**src/rtl/factorial_pkg.sv**
```systemverilog
//==============================================================================
// factorial_pkg
// Widths and state encoding shared by the factorial engine and its BCD stage.
// Revision: 1.0
//==============================================================================
`default_nettype none

package factorial_pkg;

    localparam int FACT_RESULT_W = 46;
    localparam int DATA_W        = FACT_RESULT_W;
    localparam int DIGITS        = 14;

    typedef enum logic [1:0] {
        IDLE  = 2'd0,
        SHIFT = 2'd1,
        DONE  = 2'd2
    } bcd_state_t;

endpackage

`default_nettype wire

```
**src/rtl/bcd_digit_adj.sv**
```systemverilog
//==============================================================================
// bcd_digit_adj
// Double-dabble correction cell: adds 3 to a BCD digit when it is 5 or more.
// Revision: 1.0
//==============================================================================
`default_nettype none

module bcd_digit_adj (
    input  logic [3:0] i_digit,
    output logic [3:0] o_digit
);

    // Digits never exceed 9 here, so the 4-bit sum cannot wrap.
    assign o_digit = (i_digit >= 4'd5) ? (i_digit + 4'd3) : i_digit;

endmodule

`default_nettype wire

```
**src/rtl/factorial_bcd.sv**
```systemverilog
//==============================================================================
// factorial_bcd
// Sequential binary-to-BCD converter with a one-entry holding register.
// Revision: 1.0
//==============================================================================
`default_nettype none

module factorial_bcd #(
    parameter int DATA_W = factorial_pkg::DATA_W,
    parameter int DIGITS = factorial_pkg::DIGITS
) (
    input  logic                  clk,
    input  logic                  reset,
    input  logic [DATA_W-1:0]     in_data,
    input  logic                  in_valid,
    output logic [4*DIGITS-1:0]   out_bcd,
    output logic [3:0]            out_digits,
    output logic                  out_valid,
    output logic                  out_busy,
    output logic                  out_overflow
);

    import factorial_pkg::*;

    localparam int BCD_W = 4 * DIGITS;
    localparam int CNT_W = $clog2(DATA_W);

    bcd_state_t              r_state;
    logic [DATA_W-1:0]       r_bin;
    logic [BCD_W-1:0]        r_bcd;
    logic [CNT_W-1:0]        r_cnt;
    logic [DATA_W-1:0]       r_pend;
    logic                    r_pend_full;
    logic [BCD_W-1:0]        r_out_bcd;
    logic [3:0]              r_out_digits;
    logic                    r_out_valid;
    logic                    r_overflow;

    logic [BCD_W-1:0]        w_adj;
    logic [BCD_W+DATA_W-1:0] w_shift;
    logic [3:0]              w_digits;

    genvar gi;
    generate
        for (gi = 0; gi < DIGITS; gi++) begin : g_adj
            bcd_digit_adj u_adj (
                .i_digit (r_bcd[4*gi +: 4]),
                .o_digit (w_adj[4*gi +: 4])
            );
        end
    endgenerate

    // The MSB shifted out of the accumulator is always zero for in-range inputs.
    assign w_shift = {w_adj, r_bin} << 1;

    always_comb begin
        w_digits = 4'd1;
        for (int i = 0; i < DIGITS; i++) begin
            if (r_bcd[4*i +: 4] != 4'd0) begin
                w_digits = 4'(i + 1);
            end
        end
    end

    always_ff @(posedge clk) begin
        if (reset) begin
            r_state      <= IDLE;
            r_bin        <= '0;
            r_bcd        <= '0;
            r_cnt        <= '0;
            r_pend       <= '0;
            r_pend_full  <= 1'b0;
            r_out_bcd    <= '0;
            r_out_digits <= 4'd0;
            r_out_valid  <= 1'b0;
            r_overflow   <= 1'b0;
        end else begin
            r_out_valid <= 1'b0;
            case (r_state)
                IDLE: begin
                    if (r_pend_full || in_valid) begin
                        // A queued value has priority; a simultaneous input refills the slot.
                        if (r_pend_full) begin
                            r_bin       <= r_pend;
                            r_pend_full <= in_valid;
                            if (in_valid) begin
                                r_pend <= in_data;
                            end
                        end else begin
                            r_bin <= in_data;
                        end
                        r_bcd   <= '0;
                        r_cnt   <= CNT_W'(DATA_W - 1);
                        r_state <= SHIFT;
                    end
                end
                SHIFT: begin
                    {r_bcd, r_bin} <= w_shift;
                    if (r_cnt == '0) begin
                        r_state <= DONE;
                    end else begin
                        r_cnt <= r_cnt - 1'b1;
                    end
                end
                DONE: begin
                    r_out_bcd    <= r_bcd;
                    r_out_digits <= w_digits;
                    r_out_valid  <= 1'b1;
                    r_state      <= IDLE;
                end
                default: r_state <= IDLE;
            endcase

            if ((r_state != IDLE) && in_valid) begin
                if (!r_pend_full) begin
                    r_pend      <= in_data;
                    r_pend_full <= 1'b1;
                end else begin
                    r_overflow <= 1'b1;
                end
            end
        end
    end

    assign out_bcd      = r_out_bcd;
    assign out_digits   = r_out_digits;
    assign out_valid    = r_out_valid;
    assign out_busy     = (r_state != IDLE);
    assign out_overflow = r_overflow;

endmodule

`default_nettype wire

```
**config.mk**
```make
export PLATFORM = sky130hd
export DESIGN_NAME = factorial_bcd
export DESIGN_NICKNAME = d
export VERILOG_FILES = /design/src/rtl/factorial_pkg.sv /design/src/rtl/bcd_digit_adj.sv /design/src/rtl/factorial_bcd.sv
export SDC_FILE = /design/constraint.sdc
export NUM_CORES = 1
export LEC_CHECK = 0
export BUFFER_PORTS_ARGS = -buffer_cell sky130_fd_sc_hd__buf_4
export CORE_MARGIN = 2
export CORE_UTILIZATION = 26
export DETAILED_ROUTE_END_ITERATION = 16
export SLEW_MARGIN = 20
export SYNTH_ARGS = -nofsm -noshare
export SYNTH_HDL_FRONTEND = slang
export SYNTH_SLANG_ARGS = --single-unit
```
**constraint.sdc**
```tcl
create_clock -name clk -period 2.45 [get_ports clk]
set_clock_uncertainty 0.15 [all_clocks]
set_input_delay 0.3675 -clock clk [delete_from_list [all_inputs] [get_ports clk]]
set_output_delay 0.3675 -clock clk [all_outputs]
set_load 0.03 [all_outputs]
```
==> flow_metrics.tcl <==
set metrics [dict create \
    antenna_found_initial 1 \
    clockPowerShare_pct 44.0 \
    ant_nets 0 \
    synth-seq-area-share_pct 45.5 \
    grt_setup_unrepaired "no" \
    min_path_cells 2 \
    clock-root-buffer "clkbuf_16" \
    critPathSlowestCell "dfxtp_1" \
    max_slew_margin_pct 55.6 \
    final_max_slew_viol_count 0 \
    power_density_mw_per_mm2 724 \
    mostFrequentLayoutCells "223 x nand2_1, 218 x dfxtp_1, 137 x a21oi_1" \
    yosysWarningCount 0 \
    overflow 0 \
    worstPathRequired_ns 2.74 \
    power.leakage_nw 4.59 \
    crit_chain "inv_1 -> ha_1 -> nor3b_2 -> a21bo_1 -> a41oi_1 -> o2111ai_1 -> a221oi_2" \
    die_area_sq_mm 0.0386 \
    endpoint_kind "flop" \
    max_freq_ghz 0.474 \
    hold_ws_ns 0.105 \
    switching_share_pct 25.2 \
    post-route-drc-count 0 \
    track_usage_pct 12.1 \
    cts_tree "built" \
    cp_num_buf_inv 1 \
    final_hold_viol_count 0 \
    synth_seq_cells 219 \
    gp_congestion 0.756 \
    path_delay_family "compound AO/OA/AOI/OAI gates" \
    crit_fanout 6 \
    synth_cell_type_count 45 \
    netlist_area_sq_mm 0.00964 \
    hpwlAfterDp_um 15200 \
    p_comb_share_pct 13.0 \
    synthesis.instances 1143 \
    status "completed" \
    firstDrtPassIters 7 \
    maxCapViolations 0 \
    tightest_slew_ns 0.666 \
    critPathKind "reg -> reg" \
    netSwitchingPower_w 0.00225 \
    grt_max_degree 61 \
    layout_min_cycle_time_ns 2.11 \
    final_common_cell "nand2_1" \
    drt-vias-per-instance 4.81 \
    initialDrtViolationCount 617 \
    routed_wl_um 23900 \
    setup_tns_ns 0 \
    clk_latency_ns 0.53 \
    pin_count 112 \
    r2r_cells 7 \
    syn2layout_area_growth_pct 27.9 \
    hold_path_class "in -> reg" \
    syn_nets 1222 \
    clockBufferDepth 3 \
    setup_viol 0 \
    numCtsBuffers 26 \
    routed-via-count 8411 \
    row_count 70 \
    avgSynthCellArea_sq_um 8.44 \
    clk_pin_slew_worst_paths_ns 0.06 \
    fin_crit_sh_pct 86.1 \
    grt_first_pass_wirelength_um 39300 \
    ir_drop_mv 0.539 \
    die_x_um 197 \
    port_buffers 111 \
    first_global_vias 7869 \
    cp-start-kind "flop" \
    max_stage_delay_ns 0.37 \
    nNetsFinal 1346 \
    dieHeight_um 197 \
    cp.arrival_ns 2.40 \
    cp.depth 7 \
    core_sq_mm 0.0366 \
    htreeDepth 1 \
    internal_power_w 0.00668 \
    drive_gt1_share_pct 18.0 \
    post-cts-setup-buffer-count 0 \
    start_util_pct 26.3 \
    wl_per_cell_um 13.7 \
    seqPwrFrac_pct 43.0 \
    cts.sinks 219 \
]
power groups by stage:
stage	Combinational [W]	Clock [W]	Sequential (W)
after global routing	0.00129	0.00420	0.00386
after detailed placement	0.00111	0	0.00391
after global placement	0.00109	0	0.00391
after floorplan	0.000777	0	0.00389
final	0.00116	0.00393	0.00384
after CTS	0.00117	0.00405	0.00384
through the flow:
stage / area (sq um) / util, % / setup WS, ns / power, W / instances
floorplan: 9640 / - / 0.591 / 0.00467 / 1143
global placement: 11000 / 30.0 / 0.416 / 0.00500 / 1660
detailed placement: 11000 / 30.0 / 0.370 / 0.00502 / 1660
CTS: 12300 / 33.7 / 0.313 / 0.00906 / 1749
global route: 12300 / 33.7 / 0.206 / 0.00935 / 1750
finish: 12300 / 33.7 / 0.340 / 0.00893 / 1750
cells in the mapped netlist (all sizes together):
| master | instances | share of area [%] |
|---|---|---|
| nor4b | 1 | 0.25 |
| a31oi | 2 | 0.29 |
| nand4 | 2 | 0.13 |
| clkbuf | 48 | 1.9 |
| buf | 36 | 1.9 |
| a311oi | 3 | 0.27 |
| a21bo | 1 | 0.10 |
| o2111ai | 1 | 0.091 |
| a41oi | 1 | 0.091 |
| dfxtp | 219 | 45 |
| o21ai | 41 | 2.1 |
| a221oi | 1 | 0.16 |
| or3b | 2 | 0.21 |
| xor2 | 1 | 0.091 |
| nor3 | 23 | 1.2 |
| and2 | 1 | 0.065 |
| xnor2 | 17 | 1.5 |
| mux2 | 45 | 5.3 |
| o211ai | 4 | 0.31 |
| and3 | 1 | 0.065 |
| a222oi | 45 | 4.7 |
| nand3 | 21 | 1.1 |
| nand2b | 27 | 1.8 |
| ha | 30 | 3.9 |
| a211oi | 4 | 0.36 |
| nor3b | 4 | 0.36 |
| mux2i | 14 | 1.5 |
| a21oi | 137 | 7.1 |
| nand2 | 223 | 8.7 |
| inv | 33 | 1.3 |
| a22oi | 40 | 3.1 |
| nor2 | 108 | 4.2 |
| nor2b | 3 | 0.19 |
| or2 | 1 | 0.065 |
| a32oi | 1 | 0.091 |
| or2b | 1 | 0.078 |
| a21o | 1 | 0.078 |
worst register-to-register path: cells and delay by family, from the launching register on:
family / cells / cell delay (ns)
AOI/OAI and AO/OA: 4 / 0.95
DFF: 1 / 0.37
and+or+nand+nor: 1 / 0.27
adders and majority gates: 1 / 0.20
buffers and inverters: 1 / 0.08
flip-flops by register name (all words and copies together), names as in the netlist, 2 cells and up:
name,flops
r_bcd,56
r_pend,46
out_bcd,56
out_digits,4
r_cnt,6
r_bin,46
r_state,2
layer usage:
layer	routed length (um)	GRT usage, %	part of all wire [%]	vias up
met5	0	0	0	-
met4	282	2.12	1.2	0
li1	-	-	-	4237
met3	1340	2.74	5.6	25
met1	11200	15.6	47	3954
met2	11100	20.8	47	195
final timing paths:
kind,start,endpoint,slack (ns)
min,reset,out_bcd[7],0.10
max reg2reg,r_bcd[20],out_digits[0],0.34
max,r_bcd[20],out_digits[0],0.34
min reg2reg,r_pend[31],r_pend[31],0.30
what timing repair did:
action,in CTS,in global routing
hold buffers,47,0
gates resized for setup,0,0
endpoints found under the hold margin,47,0
kinds of logic after synthesis:
group	count (synthesis)	synth area share, %
AOI/OAI and AO/OA	282	18.9
xor gates and xnor gates	18	1.63
adders and majority gates	30	3.89
buffers and inverters	117	5.03
DFF	219	45.5
muxes	59	6.71
and+or+nand+nor	418	18.4
area by class of cell:
| type | count | area (sq um) |
|---|---|---|
| fill | 3754 | 24300 |
| multi-input combinational | 807 | 4800 |
| sequential | 219 | 4390 |
| timing repair buffer | 180 | 1560 |
| clock buffer | 39 | 811 |
| tap | 468 | 586 |
| inverter | 33 | 124 |
| clock inverter | 3 | 67.6 |
| antenna | 1 | 2.50 |
No activity file was read; power rests on OpenSTA's default activity.
